`config.mk`:
```
export PLATFORM = sky130hd
export DESIGN_NAME = rop_csr_bank
export DESIGN_NICKNAME = d
export VERILOG_FILES = /design/src/rtl/rop_types.sv /design/src/rtl/rop_ctx_slot.sv /design/src/rtl/rop_csr_bank.sv
export SDC_FILE = /design/constraint.sdc
export NUM_CORES = 1
export LEC_CHECK = 0
export ABC_CLOCK_PERIOD_IN_PS = 19500
export CORE_ASPECT_RATIO = 1.4
export CORE_MARGIN = 8
export CORE_UTILIZATION = 45
export CTS_CLUSTER_SIZE = 14
export DETAILED_ROUTE_END_ITERATION = 12
export PLACE_DENSITY = 0.62
export SLEW_MARGIN = 20
export SYNTH_ARGS = -nofsm -noshare
export SYNTH_HDL_FRONTEND = slang
export SYNTH_SLANG_ARGS = --single-unit
export TNS_END_PERCENT = 20
```
`constraint.sdc`:
```
create_clock -name clk -period 19.5 [get_ports clk]
set_clock_uncertainty 0.05 [all_clocks]
set_input_delay 1.95 -clock clk [delete_from_list [all_inputs] [get_ports clk]]
set_output_delay 1.95 -clock clk [all_outputs]
set_load 0.02 [all_outputs]
```
`src/rtl/rop_types.sv`:
```
// ROP state types: blend/logic-op encodings, the extended CSR record, field addresses,
// reset defaults and the field-write helper shared by the context slots.
package rop_types;

    localparam int unsigned ROP_BLEND_FUNC_BITS = 5;
    localparam int unsigned ROP_LOGIC_OP_BITS   = 4;
    localparam int unsigned ROP_BLEND_MODE_BITS = 3;

    typedef enum logic [ROP_BLEND_FUNC_BITS-1:0] {
        ROP_BLEND_ZERO                  = 5'd0,
        ROP_BLEND_ONE                   = 5'd1,
        ROP_BLEND_SRC_COLOR             = 5'd2,
        ROP_BLEND_ONE_MINUS_SRC_COLOR   = 5'd3,
        ROP_BLEND_DST_COLOR             = 5'd4,
        ROP_BLEND_ONE_MINUS_DST_COLOR   = 5'd5,
        ROP_BLEND_SRC_ALPHA             = 5'd6,
        ROP_BLEND_ONE_MINUS_SRC_ALPHA   = 5'd7,
        ROP_BLEND_DST_ALPHA             = 5'd8,
        ROP_BLEND_ONE_MINUS_DST_ALPHA   = 5'd9,
        ROP_BLEND_CONST_COLOR           = 5'd10,
        ROP_BLEND_ONE_MINUS_CONST_COLOR = 5'd11,
        ROP_BLEND_CONST_ALPHA           = 5'd12,
        ROP_BLEND_ONE_MINUS_CONST_ALPHA = 5'd13,
        ROP_BLEND_ALPHA_SAT             = 5'd14
    } rop_blend_func_e;

    typedef enum logic [ROP_LOGIC_OP_BITS-1:0] {
        ROP_LOGIC_CLEAR         = 4'd0,
        ROP_LOGIC_AND           = 4'd1,
        ROP_LOGIC_AND_REVERSE   = 4'd2,
        ROP_LOGIC_COPY          = 4'd3,
        ROP_LOGIC_AND_INVERTED  = 4'd4,
        ROP_LOGIC_NOOP          = 4'd5,
        ROP_LOGIC_XOR           = 4'd6,
        ROP_LOGIC_OR            = 4'd7,
        ROP_LOGIC_NOR           = 4'd8,
        ROP_LOGIC_EQUIV         = 4'd9,
        ROP_LOGIC_INVERT        = 4'd10,
        ROP_LOGIC_OR_REVERSE    = 4'd11,
        ROP_LOGIC_COPY_INVERTED = 4'd12,
        ROP_LOGIC_OR_INVERTED   = 4'd13,
        ROP_LOGIC_NAND          = 4'd14,
        ROP_LOGIC_SET           = 4'd15
    } rop_logic_op_e;

    typedef enum logic [ROP_BLEND_MODE_BITS-1:0] {
        ROP_MODE_ADD      = 3'd0,
        ROP_MODE_SUB      = 3'd1,
        ROP_MODE_REV_SUB  = 3'd2,
        ROP_MODE_MIN      = 3'd3,
        ROP_MODE_MAX      = 3'd4,
        ROP_MODE_LOGIC_OP = 3'd5
    } rop_blend_mode_e;

    // Legacy flat single-context record.
    typedef struct packed {
        logic [ROP_BLEND_FUNC_BITS-1:0] blend_src_rgb;
        logic [ROP_BLEND_FUNC_BITS-1:0] blend_dst_rgb;
        logic [ROP_BLEND_FUNC_BITS-1:0] blend_src_a;
        logic [ROP_BLEND_FUNC_BITS-1:0] blend_dst_a;
        logic [31:0]                    blend_const;
        logic [ROP_LOGIC_OP_BITS-1:0]   logic_op;
    } rop_csrs_t;

    typedef struct packed {
        logic [ROP_BLEND_FUNC_BITS-1:0] blend_src_rgb;
        logic [ROP_BLEND_FUNC_BITS-1:0] blend_dst_rgb;
        logic [ROP_BLEND_FUNC_BITS-1:0] blend_src_a;
        logic [ROP_BLEND_FUNC_BITS-1:0] blend_dst_a;
        logic [31:0]                    blend_const;
        logic [ROP_LOGIC_OP_BITS-1:0]   logic_op;
        logic [ROP_BLEND_MODE_BITS-1:0] blend_mode_rgb;
        logic [ROP_BLEND_MODE_BITS-1:0] blend_mode_a;
    } rop_csrs_ext_t;

    localparam logic [2:0] ROP_ADDR_BLEND_SRC_RGB  = 3'd0;
    localparam logic [2:0] ROP_ADDR_BLEND_DST_RGB  = 3'd1;
    localparam logic [2:0] ROP_ADDR_BLEND_SRC_A    = 3'd2;
    localparam logic [2:0] ROP_ADDR_BLEND_DST_A    = 3'd3;
    localparam logic [2:0] ROP_ADDR_BLEND_CONST    = 3'd4;
    localparam logic [2:0] ROP_ADDR_LOGIC_OP       = 3'd5;
    localparam logic [2:0] ROP_ADDR_BLEND_MODE_RGB = 3'd6;
    localparam logic [2:0] ROP_ADDR_BLEND_MODE_A   = 3'd7;

    localparam rop_csrs_ext_t ROP_CSRS_EXT_DEFAULT = '{
        blend_src_rgb:  ROP_BLEND_ONE,
        blend_dst_rgb:  ROP_BLEND_ZERO,
        blend_src_a:    ROP_BLEND_ONE,
        blend_dst_a:    ROP_BLEND_ZERO,
        blend_const:    32'h0,
        logic_op:       ROP_LOGIC_COPY,
        blend_mode_rgb: ROP_MODE_ADD,
        blend_mode_a:   ROP_MODE_ADD
    };

    // Returns cur with the addressed field replaced by the low bits of data.
    function automatic rop_csrs_ext_t rop_csr_write(input rop_csrs_ext_t cur,
                                                    input logic [2:0]    addr,
                                                    input logic [31:0]   data);
        rop_csrs_ext_t nxt;
        nxt = cur;
        unique case (addr)
            ROP_ADDR_BLEND_SRC_RGB:  nxt.blend_src_rgb  = data[ROP_BLEND_FUNC_BITS-1:0];
            ROP_ADDR_BLEND_DST_RGB:  nxt.blend_dst_rgb  = data[ROP_BLEND_FUNC_BITS-1:0];
            ROP_ADDR_BLEND_SRC_A:    nxt.blend_src_a    = data[ROP_BLEND_FUNC_BITS-1:0];
            ROP_ADDR_BLEND_DST_A:    nxt.blend_dst_a    = data[ROP_BLEND_FUNC_BITS-1:0];
            ROP_ADDR_BLEND_CONST:    nxt.blend_const    = data;
            ROP_ADDR_LOGIC_OP:       nxt.logic_op       = data[ROP_LOGIC_OP_BITS-1:0];
            ROP_ADDR_BLEND_MODE_RGB: nxt.blend_mode_rgb = data[ROP_BLEND_MODE_BITS-1:0];
            ROP_ADDR_BLEND_MODE_A:   nxt.blend_mode_a   = data[ROP_BLEND_MODE_BITS-1:0];
            default:                 nxt = cur;
        endcase
        return nxt;
    endfunction

endpackage

```
`src/rtl/rop_ctx_slot.sv`:
```
// One ROP state context: shadow/active copies, in-flight fragment counter and the
// commit FSM that copies shadow to active once the context has drained.
module rop_ctx_slot
    import rop_types::*;
#(
    parameter int unsigned INFLIGHT_W = 8
) (
    input  logic          clk,
    input  logic          reset,
    input  logic          wr_en,
    input  logic [2:0]    wr_addr,
    input  logic [31:0]   wr_data,
    input  logic          commit_en,
    input  logic          inc,
    input  logic          dec,
    output logic          pending,
    output logic          done,
    output rop_csrs_ext_t active
);

    localparam logic ST_IDLE    = 1'b0;
    localparam logic ST_PENDING = 1'b1;

    localparam logic [INFLIGHT_W-1:0] CNT_MAX = '1;

    logic                  state_q, state_d;
    logic [INFLIGHT_W-1:0] cnt_q, cnt_d;
    rop_csrs_ext_t         shadow_q, shadow_d;
    rop_csrs_ext_t         active_q, active_d;
    logic                  done_q, done_d;

    logic wr_ok, commit_ok, copy, inc_ok, dec_ok;

    always_comb begin
        wr_ok     = wr_en && (state_q == ST_IDLE);
        commit_ok = commit_en && (state_q == ST_IDLE);
        // Copy decision uses the registered count, so a retirement in this same cycle
        // only releases the commit on the following edge.
        copy      = (state_q == ST_PENDING) && (cnt_q == '0);
        inc_ok    = inc && !dec && (state_q == ST_IDLE) && (cnt_q != CNT_MAX);
        dec_ok    = dec && !inc && (cnt_q != '0);

        state_d = state_q;
        if (state_q == ST_IDLE) begin
            if (commit_ok) begin
                state_d = ST_PENDING;
            end
        end else if (copy) begin
            state_d = ST_IDLE;
        end

        cnt_d = cnt_q;
        if (inc_ok) begin
            cnt_d = cnt_q + 1'b1;
        end else if (dec_ok) begin
            cnt_d = cnt_q - 1'b1;
        end

        shadow_d = wr_ok ? rop_csr_write(shadow_q, wr_addr, wr_data) : shadow_q;
        active_d = copy ? shadow_q : active_q;
        done_d   = copy;
    end

    always_ff @(posedge clk or posedge reset) begin
        if (reset) begin
            state_q  <= ST_IDLE;
            cnt_q    <= '0;
            shadow_q <= ROP_CSRS_EXT_DEFAULT;
            active_q <= ROP_CSRS_EXT_DEFAULT;
            done_q   <= 1'b0;
        end else begin
            state_q  <= state_d;
            cnt_q    <= cnt_d;
            shadow_q <= shadow_d;
            active_q <= active_d;
            done_q   <= done_d;
            assert (!(inc && (cnt_q == CNT_MAX)));
            assert (!(dec && (cnt_q == '0)));
            assert (!(inc && (state_q == ST_PENDING)));
        end
    end

    assign pending = (state_q == ST_PENDING);
    assign done    = done_q;
    assign active  = active_q;

endmodule

```
`src/rtl/rop_csr_bank.sv`:
```
// Multi-context double-buffered ROP state bank: routes CSR writes, commits and fragment
// traffic to per-context slots and muxes the active state selected by rd_ctx.
module rop_csr_bank
    import rop_types::*;
#(
    parameter  int unsigned NUM_CTX    = 4,
    parameter  int unsigned INFLIGHT_W = 8,
    localparam int unsigned CTX_W      = (NUM_CTX > 1) ? $clog2(NUM_CTX) : 1
) (
    input  logic               clk,
    input  logic               reset,
    input  logic               csr_wr_valid,
    input  logic [CTX_W-1:0]   csr_wr_ctx,
    input  logic [2:0]         csr_wr_addr,
    input  logic [31:0]        csr_wr_data,
    output logic               csr_wr_ready,
    input  logic               commit_valid,
    input  logic [CTX_W-1:0]   commit_ctx,
    output logic               commit_ready,
    output logic [NUM_CTX-1:0] commit_done,
    output logic [NUM_CTX-1:0] ctx_stall,
    input  logic               req_fire,
    input  logic [CTX_W-1:0]   req_ctx,
    input  logic               rsp_fire,
    input  logic [CTX_W-1:0]   rsp_ctx,
    input  logic [CTX_W-1:0]   rd_ctx,
    output rop_csrs_ext_t      rd_csrs
);

    rop_csrs_ext_t active [NUM_CTX];

    // Out-of-range context indices see an idle context and the default state.
    always_comb begin
        csr_wr_ready = 1'b1;
        commit_ready = 1'b1;
        rd_csrs      = ROP_CSRS_EXT_DEFAULT;
        for (int i = 0; i < NUM_CTX; i++) begin
            if ((csr_wr_ctx == CTX_W'(i)) && ctx_stall[i]) begin
                csr_wr_ready = 1'b0;
            end
            if ((commit_ctx == CTX_W'(i)) && ctx_stall[i]) begin
                commit_ready = 1'b0;
            end
            if (rd_ctx == CTX_W'(i)) begin
                rd_csrs = active[i];
            end
        end
    end

    for (genvar g = 0; g < NUM_CTX; g++) begin : g_slot
        rop_ctx_slot #(
            .INFLIGHT_W(INFLIGHT_W)
        ) u_slot (
            .clk      (clk),
            .reset    (reset),
            .wr_en    (csr_wr_valid && csr_wr_ready && (csr_wr_ctx == CTX_W'(g))),
            .wr_addr  (csr_wr_addr),
            .wr_data  (csr_wr_data),
            .commit_en(commit_valid && commit_ready && (commit_ctx == CTX_W'(g))),
            .inc      (req_fire && (req_ctx == CTX_W'(g))),
            .dec      (rsp_fire && (rsp_ctx == CTX_W'(g))),
            .pending  (ctx_stall[g]),
            .done     (commit_done[g]),
            .active   (active[g])
        );
    end

endmodule

```
==> key figures <==
STA
  • Max Freq: 156 MHz
  • Worst slew margin: 29.3%
  • Final hold viol count: 0
  • Worst Hold Slack: 0.390 ns
  • Tcrit/Tclk final: 32.8%
  • Endpoints failing setup: 0
  • Unrepaired setup endpoints after global routing: no
  • Minimum clock period: 6.40 ns
  • Setup TNS: 0 ns
  • Worst Max-Slew Pin Slew: 1.06 ns
  • Slew Viols, Final: 0

Yosys
  • Ys async rst share: 100%
  • Netlist cell types: 53
  • Synth Warn #: 0
  • Mapped Nets: 1,921
  • Number of synthesized register bits: 536
  • Syn Area/Cell: 12.6 um2
  • Cell Area, Synth: 23,200 um2
  • Top FF cell, synth: dfrtp_1
  • Sequential share of the synthesized area: 58.0%
  • Synthesized netlist cell count: 1,842
  • EDFF count, synth: 0

Layout
  • Layout cells sized above 1: 27.9%
  • Register area: 13,500 um2
  • Multi-input gate area: 9280 um2
  • Fill cells: 4,391
  • Final-stage net count: 2,023
  • Area delta synth->final: 15.5%

Global route
  • Largest net degree at the start of global routing: 191
  • Total GRT Usage: 19.4%
  • Met2 usage: 32.9%
  • Total grt overflow: 0
  • Busiest layer in global routing: met2
  • Vias in the first global route: 15,400
  • Global-route wire length before repair: 90,800 um
  • Initial antenna violation count: 3
  • Met3 Resource Use GR: 3.44%
  • Met1 Use GR: 25.2%

Clock network
  • CTS tree: yes
  • Post-CTS setup buffers: 0
  • Hold-fix buffers, CTS: 0
  • Skew-Pair Late Insertion Delay: 0.61 ns
  • CTS root buffer: clkbuf_16
  • Clk sinks: 536
  • H-tree levels: 2
  • Resize count post-CTS: 0
  • Clock buffer depth: 3
  • Total CTS buffers: 52
  • Clk slew on worst S/H paths: 0.06 ns

Power
  • P_sw: 0.912 mW
  • Sw Ratio: 28.5%
  • Clk network pwr share: 32.9%
  • Worst vdd ir: 77.8 uV
  • Static Leak: 13.3 nW
  • Internal: 2.29 mW
  • Cell area power density: 120 nW/um2
  • Combinational power share: 20.4%
  • Seq pwr share: 46.7%

Critical path
  • CP startpoint kind: input port
  • Critical Path Max Stage Delay: 0.77 ns
  • Crit path cell chain: buf_4 > buf_4 > mux4_2 > clkdlybuf4s50_1
  • CP required: 17.50 ns
  • Critical-path maximum fanout: 39
  • Most used cell, CP: buf_4
  • Data arrival, critical path: 4.40 ns
  • Setup CP Type: in2out
  • Crit. End Element: output port
  • Slowest-stage cell, CP: buf_4

Floorplan
  • I/O pin count: 123
  • Die height: 285 um
  • Core Region: 51,000 um2
  • Horiz. Die Dim: 208 um
  • FP Rows: 98
  • Starting Density: 45.5%
  • DIE AREA: 59,200 um2

Placed design
  • Routability cong.: 0.776
  • IO buf count: 122
  • Post-DP HPWL: 34,400 um

Drt
  • Routed via count: 14,200
  • ANT nets after route: 0
  • # DRC: 0
  • Routed wire length: 56,100 um
  • DRT Pass-1 Iters: 5
  • Initial DRC Count: 774
  • Routed len/inst: 21.3 um
  • Via-to-Cell Ratio: 5.39

Job
  • Max-Cap Viols: 0

Min path
  • Hold WC Path Type: reg2reg

Status
  • Outcome: complete, no violations
==> logic make-up (layout without fill, tap and decap cells) <==
family	after synthesis	in the layout	share of synthesized area, %
flip-flops	536	536	58.0
adder cells (fa/ha/maj)	28	28	1.64
AND/OR/NAND/NOR	678	678	11.9
buffers and inverters	104	245	2.13
AO/OA/AOI/OAI	72	72	2.01
multiplexers	398	398	23.4
other	0	1	0
XOR/XNOR	26	26	0.982
==> final cells by class <==
| cell class | instances | area share (%) |
|---|---|---|
| diodes | 1 | 0.00934 |
| clock buffers | 77 | 5.92 |
| clock inverters | 16 | 0.804 |
| inverters | 12 | 0.196 |
| multi-input cells | 1202 | 34.6 |
| flip-flops and latches | 536 | 50.2 |
| well taps | 650 | 3.04 |
| repair buffers | 140 | 5.16 |
==> layer usage <==
metal	part of all wire (%)	vias up
li1	-	6488
met1	44	7383
met2	50	237
met3	3.6	84
met4	2.5	2
met5	0.023	-
==> worst max-delay path, delay by kind of cell <==
| family | cells | cell delay, ns |
|---|---|---|
| buf+inv | 3 | 1.76 |
| mux | 1 | 0.61 |
==> final timing paths <==
check	start	to	slack, ns	cells after the start
min	g_slot[2].u_slot.shadow_q[6]$_DFFE_PP1P_	g_slot[2].u_slot.active[6]$_DFFE_PP1P_	0.39	2
max in group asynchronous	reset	g_slot[1].u_slot.active[19]$_DFFE_PP0P_	15.28	4
max reg2reg	g_slot[1].u_slot.cnt_q[0]$_DFFE_PP0P_	g_slot[1].u_slot.active[15]$_DFFE_PP0P_	16.54	6
max	rd_ctx[0]	rd_csrs[43]	13.10	4
min in group asynchronous	reset	g_slot[0].u_slot.active[8]$_DFFE_PP0P_	1.92	2
min reg2reg	g_slot[2].u_slot.shadow_q[6]$_DFFE_PP1P_	g_slot[2].u_slot.active[6]$_DFFE_PP1P_	0.39	2
==> Yosys cell counts (all sizes together), types with 8 or more instances <==
cell	number	share of area, %
clkbuf	40	0.65
nand2	584	9.5
xnor2	14	0.53
xor2	12	0.45
dfstp	32	3.6
mux2	330	17
nor3	10	0.22
inv	12	0.19
nor2	30	0.52
o21ai	16	0.35
ha	24	1.3
mux4	64	6.2
buf	52	1.3
a21oi	18	0.39
nand4	9	0.24
dfrtp	504	54
nand3	8	0.17
==> flip-flops by register name, indices dropped and copies added, names as in the netlist <==
name / flops
g_slot.u_slot.pending: 4
g_slot.u_slot.cnt_q: 32
g_slot.u_slot.active: 248
g_slot.u_slot.shadow_q: 248
g_slot.u_slot.done: 4
==> metrics by stage <==
stage	instances	setup slack (ns)	total power [mW]	cell area, um2	util [%]
global route	2634	12.89	3.38	26800	52.5
finish	2634	13.10	3.20	26800	52.5
global placement	2539	13.10	2.14	25000	48.9
detailed placement	2539	13.05	2.17	25000	48.9
CTS	2632	13.02	3.24	26800	52.4
floorplan	1842	2.57	1.95	23200	-
==> cells in the final DEF, fill, tap and decap left out, types with 14 or more instances in the layout <==
| master | netlist | final |
|---|---|---|
| mux2_4 | 59 | 59 |
| nand2_1 | 583 | 583 |
| mux4_2 | 64 | 64 |
| xnor2_1 | 14 | 14 |
| clkdlybuf4s50_1 | 0 | 117 |
| mux2_2 | 271 | 271 |
| buf_4 | 11 | 17 |
| nor2_1 | 29 | 29 |
| a21oi_1 | 18 | 18 |
| clkbuf_16 | 0 | 52 |
| clkbuf_8 | 0 | 19 |
| ha_1 | 24 | 24 |
| dfrtp_1 | 504 | 504 |
| dfstp_2 | 32 | 32 |
==> power by group through the flow <==
stage | registers (mW) | clock network [mW] | logic, mW
finish | 1.50 | 1.05 | 0.655
global placement | 1.51 | 0 | 0.631
detailed placement | 1.52 | 0 | 0.658
floorplan | 1.45 | 0 | 0.499
CTS | 1.50 | 1.08 | 0.663
global route | 1.52 | 1.12 | 0.730
(Power assumes the default switching activity.)
